===== src/rtl/ql_kbd_pkg.sv =====
// Shared definitions for the QL keyboard matrix scanner: modifier positions,
// tagged key code layout and scan FSM states.
package ql_kbd_pkg;

  localparam int unsigned KEY_SHIFT = 56;
  localparam int unsigned KEY_CTRL  = 57;
  localparam int unsigned KEY_ALT   = 58;
  localparam int unsigned KEYCODE_W = 6;

  typedef struct packed {
    logic [2:0]           mods;  // {alt, ctrl, shift}
    logic [KEYCODE_W-1:0] code;
  } key_t;

  typedef enum logic [1:0] {IDLE, SCAN, REPEAT} scan_state_t;

  function automatic logic is_modifier(input logic [KEYCODE_W-1:0] idx);
    return (idx == KEYCODE_W'(KEY_SHIFT)) || (idx == KEYCODE_W'(KEY_CTRL)) ||
           (idx == KEYCODE_W'(KEY_ALT));
  endfunction

endpackage


===== src/rtl/ql_key_fifo.sv =====
// Small synchronous key FIFO with exact occupancy count, drop-on-full and a
// sticky overflow flag.
module ql_key_fifo
  import ql_kbd_pkg::*;
#(
  parameter int unsigned DEPTH = 8
) (
  input  logic       clk_i,
  input  logic       reset_i,
  input  logic       push_i,
  input  key_t       wdata_i,
  input  logic       pop_i,
  input  logic       clr_ovf_i,
  output logic       empty_o,
  output key_t       rdata_o,
  output logic [4:0] count_o,
  output logic       overflow_o
);

  localparam int unsigned AW = (DEPTH > 1) ? $clog2(DEPTH) : 1;

  key_t          mem_q [DEPTH];
  logic [AW-1:0] wr_ptr_q, wr_ptr_d;
  logic [AW-1:0] rd_ptr_q, rd_ptr_d;
  logic [4:0]    count_q, count_d;
  logic          overflow_q, overflow_d;
  logic          full, do_push, do_pop, drop;

  always_comb begin
    empty_o = (count_q == 5'd0);
    full    = (count_q == 5'(DEPTH));
    do_pop  = pop_i & ~empty_o;
    // A pop in the same clk frees the slot, so a push into a full FIFO still lands.
    do_push = push_i & (~full | do_pop);
    drop    = push_i & full & ~do_pop;

    wr_ptr_d   = do_push ? wr_ptr_q + AW'(1) : wr_ptr_q;
    rd_ptr_d   = do_pop ? rd_ptr_q + AW'(1) : rd_ptr_q;
    count_d    = count_q + 5'(do_push) - 5'(do_pop);
    overflow_d = drop ? 1'b1 : (clr_ovf_i ? 1'b0 : overflow_q);

    rdata_o    = empty_o ? key_t'('0) : mem_q[rd_ptr_q];
    count_o    = count_q;
    overflow_o = overflow_q;
  end

  always_ff @(posedge clk_i or posedge reset_i) begin
    if (reset_i) begin
      wr_ptr_q   <= '0;
      rd_ptr_q   <= '0;
      count_q    <= '0;
      overflow_q <= 1'b0;
    end else begin
      wr_ptr_q   <= wr_ptr_d;
      rd_ptr_q   <= rd_ptr_d;
      count_q    <= count_d;
      overflow_q <= overflow_d;
    end
  end

  always_ff @(posedge clk_i) begin
    if (do_push) mem_q[wr_ptr_q] <= wdata_i;
  end

endmodule


===== src/rtl/ql_key_scanner.sv =====
// QL 8x8 keyboard matrix scanner: detects newly pressed keys once per scan
// strobe, tags them with modifier state, auto-repeats the latest key and queues codes.
module ql_key_scanner
  import ql_kbd_pkg::*;
#(
  parameter int unsigned DEPTH     = 8,
  parameter int unsigned REP_DELAY = 40,
  parameter int unsigned REP_RATE  = 6
) (
  input  logic        clk,
  input  logic        reset,
  input  logic        ce_scan,
  input  logic [63:0] matrix,
  input  logic [2:0]  row_sel,
  output logic [7:0]  row_data,
  input  logic        key_rd,
  output logic        key_valid,
  output logic [8:0]  key_data,
  output logic [4:0]  key_count,
  output logic        overflow,
  input  logic        clr_ovf
);

  localparam int unsigned RepMax = (REP_DELAY > REP_RATE) ? REP_DELAY : REP_RATE;
  localparam int unsigned CntW   = $clog2(RepMax + 1);

  scan_state_t    state_q, state_d;
  logic [63:0]    snap_q, snap_d;
  logic [63:0]    prev_q, prev_d;
  logic [2:0]     mods_q, mods_d;
  logic [5:0]     idx_q, idx_d;
  logic [5:0]     last_key_q, last_key_d;
  logic [CntW-1:0] rep_cnt_q, rep_cnt_d;
  logic           rep_act_q, rep_act_d;
  logic           fresh_q, fresh_d;
  logic [7:0]     row_data_q, row_data_d;
  logic           push;
  key_t           push_key;
  key_t           head_key;
  logic           fifo_empty;

  always_comb begin
    state_d    = state_q;
    snap_d     = snap_q;
    prev_d     = prev_q;
    mods_d     = mods_q;
    idx_d      = idx_q;
    last_key_d = last_key_q;
    rep_cnt_d  = rep_cnt_q;
    rep_act_d  = rep_act_q;
    fresh_d    = fresh_q;
    push       = 1'b0;
    push_key   = '0;
    row_data_d = matrix[{row_sel, 3'b000} +: 8];

    unique case (state_q)
      IDLE: begin
        if (ce_scan) begin
          snap_d  = matrix;
          mods_d  = {matrix[KEY_ALT], matrix[KEY_CTRL], matrix[KEY_SHIFT]};
          idx_d   = 6'd0;
          fresh_d = 1'b0;
          state_d = SCAN;
        end
      end
      SCAN: begin
        prev_d[idx_q] = snap_q[idx_q];
        if (snap_q[idx_q] && !prev_q[idx_q] && !is_modifier(idx_q)) begin
          push       = 1'b1;
          push_key   = '{mods: mods_q, code: idx_q};
          last_key_d = idx_q;
          rep_cnt_d  = CntW'(REP_DELAY);
          rep_act_d  = 1'b1;
          fresh_d    = 1'b1;
        end
        if (idx_q == 6'd63) state_d = REPEAT;
        else idx_d = idx_q + 6'd1;
      end
      REPEAT: begin
        // The repeat countdown starts with the scan after the one that saw the press.
        if (rep_act_q && !snap_q[last_key_q]) begin
          rep_act_d = 1'b0;
        end else if (rep_act_q && !fresh_q) begin
          if (rep_cnt_q == CntW'(1)) begin
            push      = 1'b1;
            push_key  = '{mods: mods_q, code: last_key_q};
            rep_cnt_d = CntW'(REP_RATE);
          end else begin
            rep_cnt_d = rep_cnt_q - CntW'(1);
          end
        end
        state_d = IDLE;
      end
      default: state_d = IDLE;
    endcase
  end

  always_ff @(posedge clk or posedge reset) begin
    if (reset) begin
      state_q    <= IDLE;
      snap_q     <= '0;
      prev_q     <= '0;
      mods_q     <= '0;
      idx_q      <= '0;
      last_key_q <= '0;
      rep_cnt_q  <= '0;
      rep_act_q  <= 1'b0;
      fresh_q    <= 1'b0;
      row_data_q <= '0;
    end else begin
      state_q    <= state_d;
      snap_q     <= snap_d;
      prev_q     <= prev_d;
      mods_q     <= mods_d;
      idx_q      <= idx_d;
      last_key_q <= last_key_d;
      rep_cnt_q  <= rep_cnt_d;
      rep_act_q  <= rep_act_d;
      fresh_q    <= fresh_d;
      row_data_q <= row_data_d;
    end
  end

  ql_key_fifo #(
    .DEPTH(DEPTH)
  ) u_fifo (
    .clk_i      (clk),
    .reset_i    (reset),
    .push_i     (push),
    .wdata_i    (push_key),
    .pop_i      (key_rd),
    .clr_ovf_i  (clr_ovf),
    .empty_o    (fifo_empty),
    .rdata_o    (head_key),
    .count_o    (key_count),
    .overflow_o (overflow)
  );

  always_comb begin
    row_data  = row_data_q;
    key_valid = ~fifo_empty;
    key_data  = head_key;
  end

endmodule


===== config.mk =====
export PLATFORM = sky130hd
export DESIGN_NAME = ql_key_scanner
export DESIGN_NICKNAME = d
export VERILOG_FILES = /design/src/rtl/ql_kbd_pkg.sv /design/src/rtl/ql_key_fifo.sv /design/src/rtl/ql_key_scanner.sv
export SDC_FILE = /design/constraint.sdc
export NUM_CORES = 1
export LEC_CHECK = 0
export BUFFER_PORTS_ARGS = -buffer_cell sky130_fd_sc_hd__buf_2
export CORE_ASPECT_RATIO = 1.5
export CORE_MARGIN = 2
export CORE_UTILIZATION = 45
export DETAILED_ROUTE_END_ITERATION = 8
export MAX_ROUTING_LAYER = met4
export PLACE_DENSITY_LB_ADDON = 0.25
export SYNTH_ARGS = -nofsm -noshare
export SYNTH_HDL_FRONTEND = slang
export SYNTH_SLANG_ARGS = --single-unit

===== constraint.sdc =====
create_clock -name clk -period 6.1 [get_ports clk]
set_input_delay 1.525 -clock clk [delete_from_list [all_inputs] [get_ports clk]]
set_output_delay 1.525 -clock clk [all_outputs]
set_load 0.05 [all_outputs]

Word-level counts from Yosys, hierarchy flattened
Memory sizes are Yosys's and may differ from the RTL's.
Cells that the tools add are included.
{ "op_classes": {"shift": 1, "n_reduce_logical": 23, "bitwise": 8, "mul": 0, "n_eq_ne": 15, "addsub": 6, "div": 0, "n_mux": 40, "magnitude_cmp": 3} }
{ "op_table": {"columns": ["cell", "n"], "rows": [
  ["64-bit bitwise mux", 1],
  ["64-bit by 7-bit indexed part select with 8-bit output", 1],
  ["9-bit 2-to-1 mux", 5],
  ["6-bit 2-to-1 mux", 6],
  ["6-bit equality test, second input constant", 4],
  ["6-bit case mux with 2 select lines", 2],
  ["1-bit binary-select mux with 6-bit select", 3],
  ["9-bit case mux with 2 select lines", 1],
  ["1-bit 2-to-1 mux", 15],
  ["6-bit by 7-bit < comparator with 1-bit output, second input constant", 2],
  ["2-bit inequality test, second input constant", 7],
  ["3-bit AND reduction", 3],
  ["3-bit by 1-bit adder with 3-bit output, second input constant", 2],
  ["6-bit by 1-bit adder with 6-bit output, second input constant", 1],
  ["1-bit demux with 6-bit select", 1],
  ["6-bit by 1-bit equality test with 1-bit output, second input constant", 1],
  ["6-bit by 1-bit greater-or-equal comparator with 1-bit output, second input constant", 1],
  ["1-bit case mux with 2 select lines", 3],
  ["2-bit AND reduction", 3],
  ["2-bit nonzero test", 3],
  ["6-bit by 1-bit subtractor with 6-bit output, second input constant", 1],
  ["5-bit by 1-bit adder with 5-bit output", 1],
  ["5-bit by 4-bit equality test with 1-bit output, second input constant", 1],
  ["1-bit logical AND", 5],
  ["13 further kinds", 23]
]} }
{ "word_totals": {"word_cells": 111, "mem_bits_ro": 0, "mem_count": 1, "latchBits": 0, "ramBits": 72, "regBits": 173, "in_bits": 72, "output_inout_bits": 24} }
{ "mem_list": {"columns": ["memory", "words", "word_bits", "rd", "rd_ports_with_merged_regs", "wr", "line_no", "text"], "rows": [
  ["u_fifo.mem_q", 8, 9, 1, 0, 1, "ql_key_fifo.sv:22", "key_t mem_q [DEPTH];"]
]} }

Longest topological paths before layout
Gate-level depths: netlist of run 1.
{ "logic_depth": {"depth_word": 10, "ltp_mapped": 21, "ltp_nobuf": 18} }

Hierarchy
Synthesis of run 1 repeated with hierarchy kept, for this count alone.
{ "unflattened": {"hier_cells": 937, "area_unflattened_um2": 12495.7} }
{ "modules_own_cells": {"columns": ["mod", "cells_per_inst", "seq_area_each_um2", "area_per_inst_um2", "n_inst"], "rows": [
  ["ql_key_scanner", 742, 3953.8, 9006.1, 1],
  ["ql_key_fifo", 195, 2462.4, 3489.6, 1]
]} }

Worst setup path before layout of run 1
OpenSTA, ideal clock, no wires.
{ "synth_timing": {"kind": "register -> output", "startpoint": "register u_fifo.rd_ptr_q[0]", "endpoint": "output port key_data[0]", "t_required_ps": 4575, "arrival_ps": 2452, "n_path_buf": 2, "slack_ps": 2123, "stages_incl_launch_ff": 6, "path_cell_list": "dfrtp_1 -> clkbuf_1 -> buf_1 -> mux4_2 -> mux2i_1 -> nor2_1"} }
{ "synth_via": {"elab_chain_len": 2} }
{ "synth_rtl": {"columns": ["item", "line_no", "text"], "rows": [
  ["from (decl)", "ql_key_fifo.sv:24", "logic [AW-1:0] rd_ptr_q, rd_ptr_d;"],
  ["from (signal assigned)", "ql_key_fifo.sv:55", "rd_ptr_q <= rd_ptr_d;"],
  ["memory read 8 x 9 bit", null, null],
  ["9-bit 2-to-1 mux", "ql_key_fifo.sv:42", "rdata_o = empty_o ? key_t'('0) : mem_q[rd_ptr_q];"],
  ["to (decl)", "ql_key_scanner.sv:18", "output logic [8:0] key_data,"]
]} }
Every way passes these cells.

Worst setup path after layout of run 1
{ "layout_timing": {"startpoint": "register idx_q[0]", "endpoint": "register u_fifo.count_q[4] (netlist: u_fifo.count_o[4])"} }
{ "layout_via": {"elab_chain_len": 10, "word_cells_on_any_way": 18, "cone_classes": "add/sub (2); eq/ne (3); mux (6); bitwise (1); reduce/logical (6)"} }
{ "layout_rtl": {"columns": ["item", "line_no", "text"], "rows": [
  ["from (decl)", "ql_key_scanner.sv:31", "logic [5:0] idx_q, idx_d;"],
  ["from (signal assigned)", "ql_key_scanner.sv:115", "idx_q <= idx_d;"],
  ["1-bit binary-select mux with 6-bit select or 6-bit equality test (tied branches)", "ql_key_scanner.sv:68, ql_kbd_pkg.sv:18", null],
  ["1-bit 2-to-1 mux (implied by the code) or 1-bit logical OR (tied branches)", "ql_key_scanner.sv:68, ql_kbd_pkg.sv:18", null],
  ["1-bit zero test or 1-bit logical OR (tied branches)", "ql_key_scanner.sv:68, ql_kbd_pkg.sv:18", null],
  ["1-bit logical AND or 1-bit zero test (tied branches)", "ql_key_scanner.sv:68", "if (snap_q[idx_q] && !prev_q[idx_q] && !is_modifier(idx_q)) begin"],
  ["1-bit logical AND (*)", "ql_key_scanner.sv:68", null],
  ["1-bit 2-to-1 mux (*)", "ql_key_scanner.sv:68", null],
  ["1-bit case mux with 2 select lines (*)", "ql_key_scanner.sv:56", "unique case (state_q)"],
  ["1-bit bitwise AND (*)", "ql_key_fifo.sv:34", "do_push = push_i & (~full | do_pop);"],
  ["net u_fifo.do_push", "ql_key_fifo.sv:27", "logic full, do_push, do_pop, drop;"],
  ["5-bit by 1-bit adder with 5-bit output (*)", "ql_key_fifo.sv:39", "count_d = count_q + 5'(do_push) - 5'(do_pop);"],
  ["5-bit by 1-bit subtractor with 5-bit output (*)", "ql_key_fifo.sv:39", null],
  ["net u_fifo.count_d[4]", "ql_key_fifo.sv:25", "logic [4:0] count_q, count_d;"],
  ["to (signal assigned)", "ql_key_fifo.sv:56", "count_q <= count_d;"],
  ["to (decl)", "ql_key_fifo.sv:25", null]
]} }
The timed path passes the listed nets; every way through them passes the cells marked *. The select of a mux whose other input is x is not followed.
A chain may end at the register's enable or synchronous reset.

==> reports/metrics.cfg, run 1 <==
[power]
power_frac_clock_pct = 41.4
netSwitchingPower_mw = 0.955
swShare_pct = 25.3
p_int_mw = 2.82
max-vdd-ir-drop_mv = 0.282
power_frac_comb_pct = 11.8
seqPwrFrac_pct = 46.8
power_leakage_nw = 5.97
power.density_nw_per_um2 = 273

[global_route]
overflow = 0
antenna_found_initial = 0
grt_max_degree = 171
track_usage_pct = 21.6
grt_pass1_vias = 8242
grt_pass1_wl_um = 46900

[worst_setup_path]
cp_max_fo = 31
critPathArrivalTime_ns = 4.84
timing_worst_setup_path_type = flip-flop to flip-flop
required_ns = 6.51
cp-end-kind = flip-flop
cp_slowest_cell = dfrtp_2
slowest_delay_ns = 0.86
path_cells = inv_2 -> ha_1 -> nor3_1 -> a21oi_1 -> a221o_1 -> a21oi_1 -> nand3b_1 -> nor3_4 -> buf_4 -> o211ai_2 -> inv_1 -> ha_1 -> inv_1 -> fa_1 -> inv_1 -> a21oi_1 -> nor2_1 -> nor2_1 -> xnor2_1
worst_setup_path_start_kind = flip-flop

[placement]
io_buffer_count = 95
dp_hpwl_um = 21000
place.gp.congestion = 0.876
dp_slack_ns = 1.69
place_inst = 1348

[synthesis]
ys.flop_type = dfrtp_1
postSynthCellCount = 964
synthArstFlopShare_pct = 70.2
synthesis.area_um2 = 12200
synth_edf_count = 72
synth_fp_nets = 1056
yosys.cell_types.count = 69
synth_seq_cells = 242
yosysWarnings = 0
yosysSeqAreaShare_pct = 52.7
syn_avg_cell_area_um2 = 12.6

[layout]
final_util_pct = 51.9
area_delta_synth_final_pct = 13.4
diodes = 0
fillerInstances = 2309
drive_above_1_share_pct = 31.1
nNetsFinal = 1129
multiInputGateArea_um2 = 5350
seqCellArea_um2 = 6420
fin_cells = 1392

[clocking]
clkTransAtPathRegs_ns = 0.07
hold_buffers = 0
cts_setup_buffers = 0
cts_root_buf = clkbuf_16
clk_latency_ns = 0.54
cts_resized = 0
cts_htree_levels = 1
cts_tree = yes
clock_path_buffers = 3
cts_buffers = 24
cts.sinks = 242

[route]
drc_errors = 0
avgViaCountPerCell = 5.84
vias = 8125
ant_nets = 0
dr.pass1.iters = 6
postRouteWirelength_um = 29700
wl_per_cell_um = 21.3
dr.first_iter.drc_count = 522

[sta]
setup_tns_ns = 0
layout_min_cycle_time_ns = 4.44
slew_headroom_pct = 23.0
post-route-period-util_pct = 72.7
tightest_slew_ns = 1.15
slew_viol_final = 0
hold_ws_ns = 0.511
rsz0062_at_grt = no
max_freq_mhz = 225
hold_viol = 0
finClkSkew_ns = 0.0141
setup_viol_count_final = 0
layout_setup_ws_ns = 1.66

[job]
drv_cap = 0

[floorplan]
die_area_um2 = 28400
start_util_pct = 45.8
die_y_um = 205
core_um2 = 26600
die_w_um = 138
pin_count = 96
rows = 73

[min_path]
hp-class = flip-flop to flip-flop

[status]
status = finished clean

cells in the final DEF, fill, tap and decap left out, drive strengths merged, types with 3 or more instances in the layout:
cell type    n
a21oi       77
a221o        4
a221oi       9
a22o         3
a22oi       11
a31oi       36
and3         8
and3b        5
buf        118
bufinv       4
clkbuf      29
clkinv       7
clkinvlp     5
dfrtp      170
edfxtp      72
ha          19
inv         27
mux2        96
mux2i       39
mux4        56
nand2       26
nand2b       9
nand3       14
nand3b       4
nand4        4
nor2        88
nor2b       10
nor3        18
nor4         3
o21ai       18
o22ai        5
o31ai        6
o32ai        3
or3b         4
xnor2        8
xor2         4
layer usage:
| metal | track usage [%] | up-vias | wire, um |
|---|---|---|---|
| met5 | - | - | 0 |
| met1 | 25.5 | 4093 | 11500 |
| li1 | - | 3779 | - |
| met4 | 7.36 | 0 | 913 |
| met3 | 1.86 | 52 | 987 |
| met2 | 39.3 | 201 | 16300 |
cell families (layout without fill, tap and decap cells):
family / Yosys count / count (layout) / synth area share [%]
AOI/OAI and AO/OA: 196 / 196 / 10.1
xor gates and xnor gates: 12 / 12 / 0.863
adders and majority gates: 20 / 20 / 2.12
buffers and inverters: 99 / 190 / 3.43
DFF: 242 / 242 / 52.7
muxes: 191 / 191 / 22.4
and+or+nand+nor: 204 / 204 / 8.29
registers in the layout (all words and copies together) (netlist names), 2 cells and up:
name             flops
idx_q                6
last_key_q           6
prev_q              64
rep_cnt_q            6
row_data             8
snap_q              64
state_q              2
u_fifo.count_o       5
u_fifo.mem_q        72
u_fifo.rd_ptr_q      3
u_fifo.wr_ptr_q      3
cells in the mapped netlist, types with 5 or more instances:
cell      number  area [um^2]
o31ai_1        6         45.0
a221oi_1       9         78.8
nor3_1        17         85.1
nand2b_1       9         56.3
nand2_1       26         97.6
o22ai_1        5         31.3
mux2_2        95         1070
inv_1         27          101
nor2b_1       10         62.6
ha_1          19          238
buf_1         13         48.8
buf_2         16         80.1
nor2_1        88          330
clkbuf_1      37          139
nand3_1       14         70.1
and3_1         7         43.8
a21oi_1       77          385
a31oi_1       36          225
xnor2_1        8         70.1
and3b_1        5         43.8
a22oi_1       11         82.6
dfrtp_1      170         4250
o21ai_0       17         85.1
mux2i_1       39          390
edfxtp_1      72         2160
mux4_2        56         1260
worst paths after layout:
check,from,end,slack [ns],cells after the start
worst max-delay path,idx_q[0],u_fifo.count_o[4],1.66,19
worst min-delay path,prev_q[39],prev_q[39],0.51,2
worst max register to register,idx_q[0],u_fifo.count_o[4],1.66,19
worst min register to register,prev_q[39],prev_q[39],0.51,2
max in group asynchronous,reset,idx_q[1],4.13,3
min in group asynchronous,reset,prev_q[45],1.24,3
power by group through the flow:
stage               combinational [mW]  clock (mW)  sequential (mW)
CTS                              0.457        1.60             1.77
global route                     0.493        1.65             1.77
floorplan                        0.292           0             1.84
detailed placement               0.456           0             1.80
finish                           0.445        1.56             1.76
global placement                 0.453           0             1.80
critical path: cells and delay by family (launching register included):
family,cells,cell delay [ns]
AO/OA/AOI/OAI,5,0.93
flip-flops,1,0.86
buffers and inverters,5,0.82
adder cells (fa/ha/maj),3,0.85
XOR/XNOR,1,0.12
AND/OR/NAND/NOR,5,0.70
through the flow:
step / total power, mW / cell area [um^2]
finish: 3.77 / 13800
CTS: 3.82 / 13800
global placement: 2.25 / 13000
floorplan: 2.13 / 12200
detailed placement: 2.26 / 13000
global route: 3.92 / 13800
layout make-up:
type / instances / area share (%)
inverters: 28 / 0.789
well taps: 337 / 3.06
flip-flops and latches: 242 / 46.5
multi-input cells: 623 / 38.8
clock buffers: 29 / 4.70
repair buffers: 118 / 4.79
clock inverters: 15 / 1.36
Note: power is estimated with default switching activity, not from simulation.
==> run 2: changes to the inputs <==
==> constraint.sdc (replaced) <==
create_clock -name clk -period 4.07 [get_ports clk]
set_input_delay 1.0175 -clock clk [delete_from_list [all_inputs] [get_ports clk]]
set_output_delay 1.0175 -clock clk [all_outputs]
set_load 0.05 [all_outputs]
==> reports/metrics.cfg, run 2 (synthesis gave the netlist of run 1 again) <==
[status]
status = finished clean

[layout]
fillerInstances = 2293  ; -0.69%
reg_top3 = u_fifo.mem_q x72, prev_q x64, snap_q x64
area_delta_synth_final_pct = 14.2
final_common_cell = dfrtp_1
regMostFlops = u_fifo.mem_q
drive_above_1_share_pct = 32.0  ; +0.90 points
nNetsFinal = 1144  ; +1.3%
layout_common_cells = dfrtp_1 (167), mux2_2 (95), buf_2 (95), nor2_1 (88), a21oi_1 (77)
design_area_um2 = 13900  ; +0.72%
largest_reg_flops = 72  ; unchanged

[clocking]
clkTransAtPathRegs_ns = 0.06  ; about the same
cts_htree_levels = 1  ; unchanged
clock_path_buffers = 3  ; unchanged
cts_buffers = 24  ; unchanged
clk_latency_ns = 0.53  ; about the same
hold_buffers = 0  ; unchanged
cts_resized = 0  ; unchanged
cts_root_buf = clkbuf_16
cts_tree = yes
cts_setup_buffers = 0  ; unchanged
cts.sinks = 242  ; unchanged

[sta]
setup_tns_ns = 0  ; unchanged
layout_setup_ws_ns = 0.384  ; -1.28 ns
hold_viol = 0  ; unchanged
post-route-period-util_pct = 90.6  ; +18 points
rsz0062_at_grt = no
tightest_slew_ns = 1.14  ; -0.00909 ns
setup_viol_count_final = 0  ; unchanged
finClkSkew_ns = 0.0251  ; +0.0110 ns
slew_viol_final = 0  ; unchanged
layout_min_cycle_time_ns = 3.69  ; -0.750 ns
max_freq_mhz = 271  ; +20%
slew_headroom_pct = 23.6  ; +0.61 points

[global_route]
grt_pass1_vias = 8366  ; +1.5%
grt_pass1_wl_um = 47400  ; +0.93%
overflow = 0  ; unchanged
grt_max_degree = 171  ; unchanged
antenna_found_initial = 0  ; unchanged
track_usage_pct = 21.9  ; +0.21 points

[placement]
dp_slack_ns = 0.439  ; -1.25 ns
place_area_um2 = 13100  ; +1.1%
io_buffer_count = 95  ; unchanged
place.gp.congestion = 0.892  ; +1.9%
dp_hpwl_um = 21200  ; +1.1%

[job]
drv_cap = 0  ; unchanged

[power]
power.density_nw_per_um2 = 399  ; +46%
max-vdd-ir-drop_mv = 0.381  ; +35%
power_leakage_nw = 6.04  ; +1.1%

[floorplan]
rows = 73  ; unchanged
die_w_um = 138  ; unchanged
core_um2 = 26600  ; unchanged
die_y_um = 205  ; unchanged
start_util_pct = 45.8  ; unchanged
pin_count = 96  ; unchanged
die_area_um2 = 28400  ; unchanged

[route]
ant_nets = 0  ; unchanged
wl_per_cell_um = 21.3  ; -0.12%
vias = 8284  ; +2.0%
dr.pass1.iters = 5  ; -1
dr.first_iter.drc_count = 638  ; +22%
postRouteWirelength_um = 30000  ; +0.96%
avgViaCountPerCell = 5.89  ; +0.87%
drc_errors = 0  ; unchanged

[worst_setup_path]
r2r_cells = 17  ; -2
required_ns = 4.47  ; -2.04 ns
cp_max_fo = 33  ; +6.5%
timing_worst_setup_path_type = flip-flop to flip-flop
rrSetupSlack_ns = 0.38  ; -1.28 ns
timing.rr.end = u_fifo.count_o[4]
timing.rr.start = idx_q[1]
critPathArrivalTime_ns = 4.08  ; -0.76 ns
worst_setup_path_start_kind = flip-flop
cp-end-kind = flip-flop

[min_path]
holdPathStages = 2  ; unchanged
hp-class = flip-flop to flip-flop
hold_start = fresh_q
worst_hold_path.endpoint = fresh_q

==> run 2: cell count changes in the layout (fill, tap and decap cells not counted), sizes merged, moves of 2 or more <==
cell      previous run  this run
clkbuf              29        36
bufinv               4         1
clkinvlp             5         1
clkinv               7         5
buf                118       133
==> run 2: stage by stage <==
step / hold slack, ns / cells / util (%) / total power [mW]
5_1_grt: 0.528 / 1406 / 52.3 / 5.77
6_report: 0.509 / 1407 / 52.3 / 5.54
4_1_cts: 0.508 / 1406 / 52.3 / 5.62
2_1_floorplan: 0.455 / 964 / - / 3.19
3_3_place_gp: 0.480 / 1363 / 49.3 / 3.39
3_5_place_dp: 0.488 / 1363 / 49.3 / 3.39
==> run 2: worst max-delay path by stage <==
| stage | from | endpoint | slack, ns | cells after the start |
|---|---|---|---|---|
| 3_5_place_dp | idx_q[1] | u_fifo.count_o[4] | 0.44 | 17 |
| 5_1_grt | idx_q[1] | u_fifo.count_o[4] | 0.16 | 17 |
| 4_1_cts | idx_q[1] | u_fifo.count_o[4] | 0.41 | 17 |
| 6_report | idx_q[1] | u_fifo.count_o[4] | 0.38 | 17 |
| 2_1_floorplan | idx_q[1] | u_fifo.mem_q[1][0] | 0.37 | 11 |
| 3_3_place_gp | last_key_q[1] | u_fifo.count_o[4] | 0.46 | 16 |
==> run 2: critical path: stages, from the launching register on <==
cell	delay (ns)
dfrtp_2	0.61
buf_12	0.25
nor2b_1	0.52
o2bb2ai_1	0.19
a221o_1	0.17
a211oi_1	0.08
and4_2	0.32
nor3_4	0.21
o211ai_2	0.12
inv_1	0.08
ha_1	0.17
inv_1	0.06
fa_1	0.39
inv_1	0.07
a21oi_1	0.06
nor2_1	0.09
nor2_1	0.06
xnor2_1	0.11
==> run 2: per-layer routing <==
metal	GRT usage [%]	vias to the layer above	part of all wire, %
met5	-	-	0
met4	8.71	0	4.1
met3	2.91	79	4.1
met2	38.2	217	53
met1	25.8	4158	39
li1	-	3830	-
==> run 2: cell type report <==
class,count,area [um^2],share of cell area (%)
Inverter,28,109,0.783
Antenna cell,1,2.50,0.0180
Clock buffer,36,717,5.16
Multi-Input combinational cell,623,5350,38.5
Timing Repair Buffer,133,798,5.74
Clock inverter,7,78.8,0.567
Tap cell,337,422,3.03
Sequential cell,242,6420,46.2
==> run 2: power by group <==
group | switching, mW | internal, mW | leakage [nW] | total (mW)
Clock | 0.931 | 1.29 | 0.398 | 2.22
Combinational | 0.389 | 0.282 | 2.49 | 0.671
Sequential | 0.103 | 2.55 | 3.15 | 2.65
==> run 3: changes to the inputs <==
--- a/config.mk
+++ b/config.mk
@@ -6,12 +6,16 @@
 export NUM_CORES = 1
 export LEC_CHECK = 0
 export BUFFER_PORTS_ARGS = -buffer_cell sky130_fd_sc_hd__buf_2
+export CELL_PAD_IN_SITES_DETAIL_PLACEMENT = 0
+export CELL_PAD_IN_SITES_GLOBAL_PLACEMENT = 2
 export CORE_ASPECT_RATIO = 1.5
 export CORE_MARGIN = 2
-export CORE_UTILIZATION = 45
+export CORE_UTILIZATION = 38
+export CTS_CLUSTER_DIAMETER = 40
 export DETAILED_ROUTE_END_ITERATION = 8
 export MAX_ROUTING_LAYER = met4
 export PLACE_DENSITY_LB_ADDON = 0.25
+export SETUP_SLACK_MARGIN = 0.4
 export SYNTH_ARGS = -nofsm -noshare
 export SYNTH_HDL_FRONTEND = slang
 export SYNTH_SLANG_ARGS = --single-unit
==> reports/metrics.cfg, run 3 (synthesis gave the netlist of run 1 again) <==
[job]
drv_cap = 0  ; unchanged

[route]
postRouteWirelength_um = 33100  ; +10%
dr.pass1.iters = 5  ; unchanged
avgViaCountPerCell = 5.50  ; -6.6%
ant_nets = 0  ; unchanged
vias = 8297  ; +0.16%
dr.first_iter.drc_count = 462  ; -28%
drc_errors = 0  ; unchanged
wl_per_cell_um = 21.9  ; +2.8%

[global_route]
grt_pass1_vias = 8689  ; +3.9%
grt_pass1_wl_um = 51400  ; +8.5%
track_usage_pct = 20.7  ; -1.2 points
grt_max_degree = 171  ; unchanged
overflow = 0  ; unchanged
antenna_found_initial = 0  ; unchanged

[floorplan]
pin_count = 96  ; unchanged
start_util_pct = 38.4  ; -7.4 points
die_y_um = 223  ; +8.6%
rows = 80  ; +9.6%
core_um2 = 31700  ; +19%
die_area_um2 = 33500  ; +18%
die_w_um = 150  ; +8.6%

[sta]
finClkSkew_ns = 0.0273  ; +0.00217 ns
slew_viol_final = 0  ; unchanged
slew_headroom_pct = 21.8  ; -1.8 points
rsz0062_at_grt = no
setup_viol_count_final = 0  ; unchanged
hold_viol = 0  ; unchanged
tightest_slew_ns = 1.17  ; +0.0332 ns
max_freq_mhz = 286  ; +5.5%
setup_tns_ns = 0  ; unchanged
post-route-period-util_pct = 85.9  ; -4.7 points
layout_min_cycle_time_ns = 3.50  ; -0.191 ns

[worst_setup_path]
worst_setup_path_start_kind = flip-flop
critPathArrivalTime_ns = 3.98  ; -0.10 ns
cp_max_fo = 5  ; -85%
cp-end-kind = flip-flop
timing_worst_setup_path_type = flip-flop to flip-flop
required_ns = 4.56  ; +0.09 ns

[layout]
fillerInstances = 2915  ; +27%
area_delta_synth_final_pct = 19.4
seqCellArea_um2 = 6430  ; +0.12%
final_util_pct = 45.8  ; -6.5 points
largest_reg_flops = 72  ; unchanged
multiInputGateArea_um2 = 5400  ; +0.91%
reg_top3 = u_fifo.mem_q x72, prev_q x64, snap_q x64
layout_common_cells = dfrtp_1 (163), mux2_2 (95), buf_2 (95), nor2_1 (88), a21oi_1 (76)
final_common_cell = dfrtp_1
nNetsFinal = 1165  ; +1.8%
drive_above_1_share_pct = 35.0  ; +3.0 points
diodes = 0  ; -1
regMostFlops = u_fifo.mem_q

[power]
max-vdd-ir-drop_mv = 0.275  ; -28%
power_leakage_nw = 6.28  ; +3.9%
power.density_nw_per_um2 = 429  ; +7.6%

[clocking]
cts_tree = yes
clkTransAtPathRegs_ns = 0.06  ; about the same
clock_path_buffers = 3  ; unchanged
cts_root_buf = clkbuf_16
cts_buffers = 31  ; +29%
cts.sinks = 242  ; unchanged
cts_htree_levels = 1  ; unchanged
hold_buffers = 0  ; unchanged
clk_latency_ns = 0.59  ; +0.06 ns

[min_path]
hp-class = flip-flop to flip-flop

[placement]
place.gp.congestion = 0.837  ; -6.2%
dp_hpwl_um = 23100  ; +8.9%
io_buffer_count = 95  ; unchanged

[status]
status = finished clean

[run 3: cell count changes in the layout (fill, tap and decap cells not counted), moves of 3 or more]
cell and delta:
buf_4 +9, clkbuf_16 +9, dfrtp_1 -4, bufinv_16 +3
clkbuf_4 -3, clkbuf_8 -3, clkinvlp_4 +3, dfrtp_2 +3
[run 3: what timing repair did]
item | 4_1_cts | 5_1_grt
pin swaps | 0 | 6
endpoints found under the setup margin | 9 | 9
cloned | 0 | 2
setup buffers | 2 | 7
gates resized for setup | 4 | 11
[run 3: worst max-delay path, cell delays in order, from the launching register on]
cell and delay [ns]:
dfrtp_2 0.46, buf_12 0.15, mux4_2 0.48, mux2_2 0.30
a221oi_4 0.31, o22ai_2 0.13, and3b_1 0.19, and3_4 0.19
o211ai_2 0.17, inv_1 0.07, ha_1 0.20, inv_1 0.07
fa_2 0.20, inv_1 0.04, a21oi_1 0.14, nor2_1 0.06
nor2_1 0.11, xnor2_1 0.12
[run 3: report_power, final]
group,internal (mW),switching [mW]
Combinational,0.281,0.397
Clock,1.75,1.15
Sequential,2.55,0.105
Total,4.58,1.66
[run 3: path summary, 6_finish.rpt]
kind                               start                end  slack, ns  cells past startpoint
min in group asynchronous          reset       rep_cnt_q[5]       0.57                      3
setup / recovery           last_key_q[0]  u_fifo.count_o[4]       0.57                     17
max in group asynchronous          reset           idx_q[1]       2.40                      3
hold / removal                   fresh_q            fresh_q       0.49                      2
setup reg to reg           last_key_q[0]  u_fifo.count_o[4]       0.57                     17
hold reg to reg                  fresh_q            fresh_q       0.49                      2
[run 3: stage by stage]
step                      hold slack, ns  setup slack [ns]  area, um^2  std cells  power, mW
final                              0.489             0.575       14500       1508       6.23
after global routing               0.533             0.419       14500       1508       6.49
after global placement             0.481             0.393       13200       1439       3.40
after detailed placement           0.486             0.324       13200       1439       3.40
after floorplan                    0.455             0.366       12200        964       3.19
after CTS                          0.497             0.473       14400       1499       6.33
[run 3: layout make-up]
type | instances | share of cell area (%)
multi-input combinational | 623 | 37.2
clock inverter | 21 | 1.95
sequential | 242 | 44.2
tap | 410 | 3.53
timing repair buffer | 147 | 6.65
inverter | 28 | 0.775
clock buffer | 37 | 5.70
[run 3: layer usage]
layer	GRT usage [%]	part of all wire (%)
met5	-	0
met1	24.7	40
met3	2.70	3.9
met4	5.57	2.1
met2	36.6	54
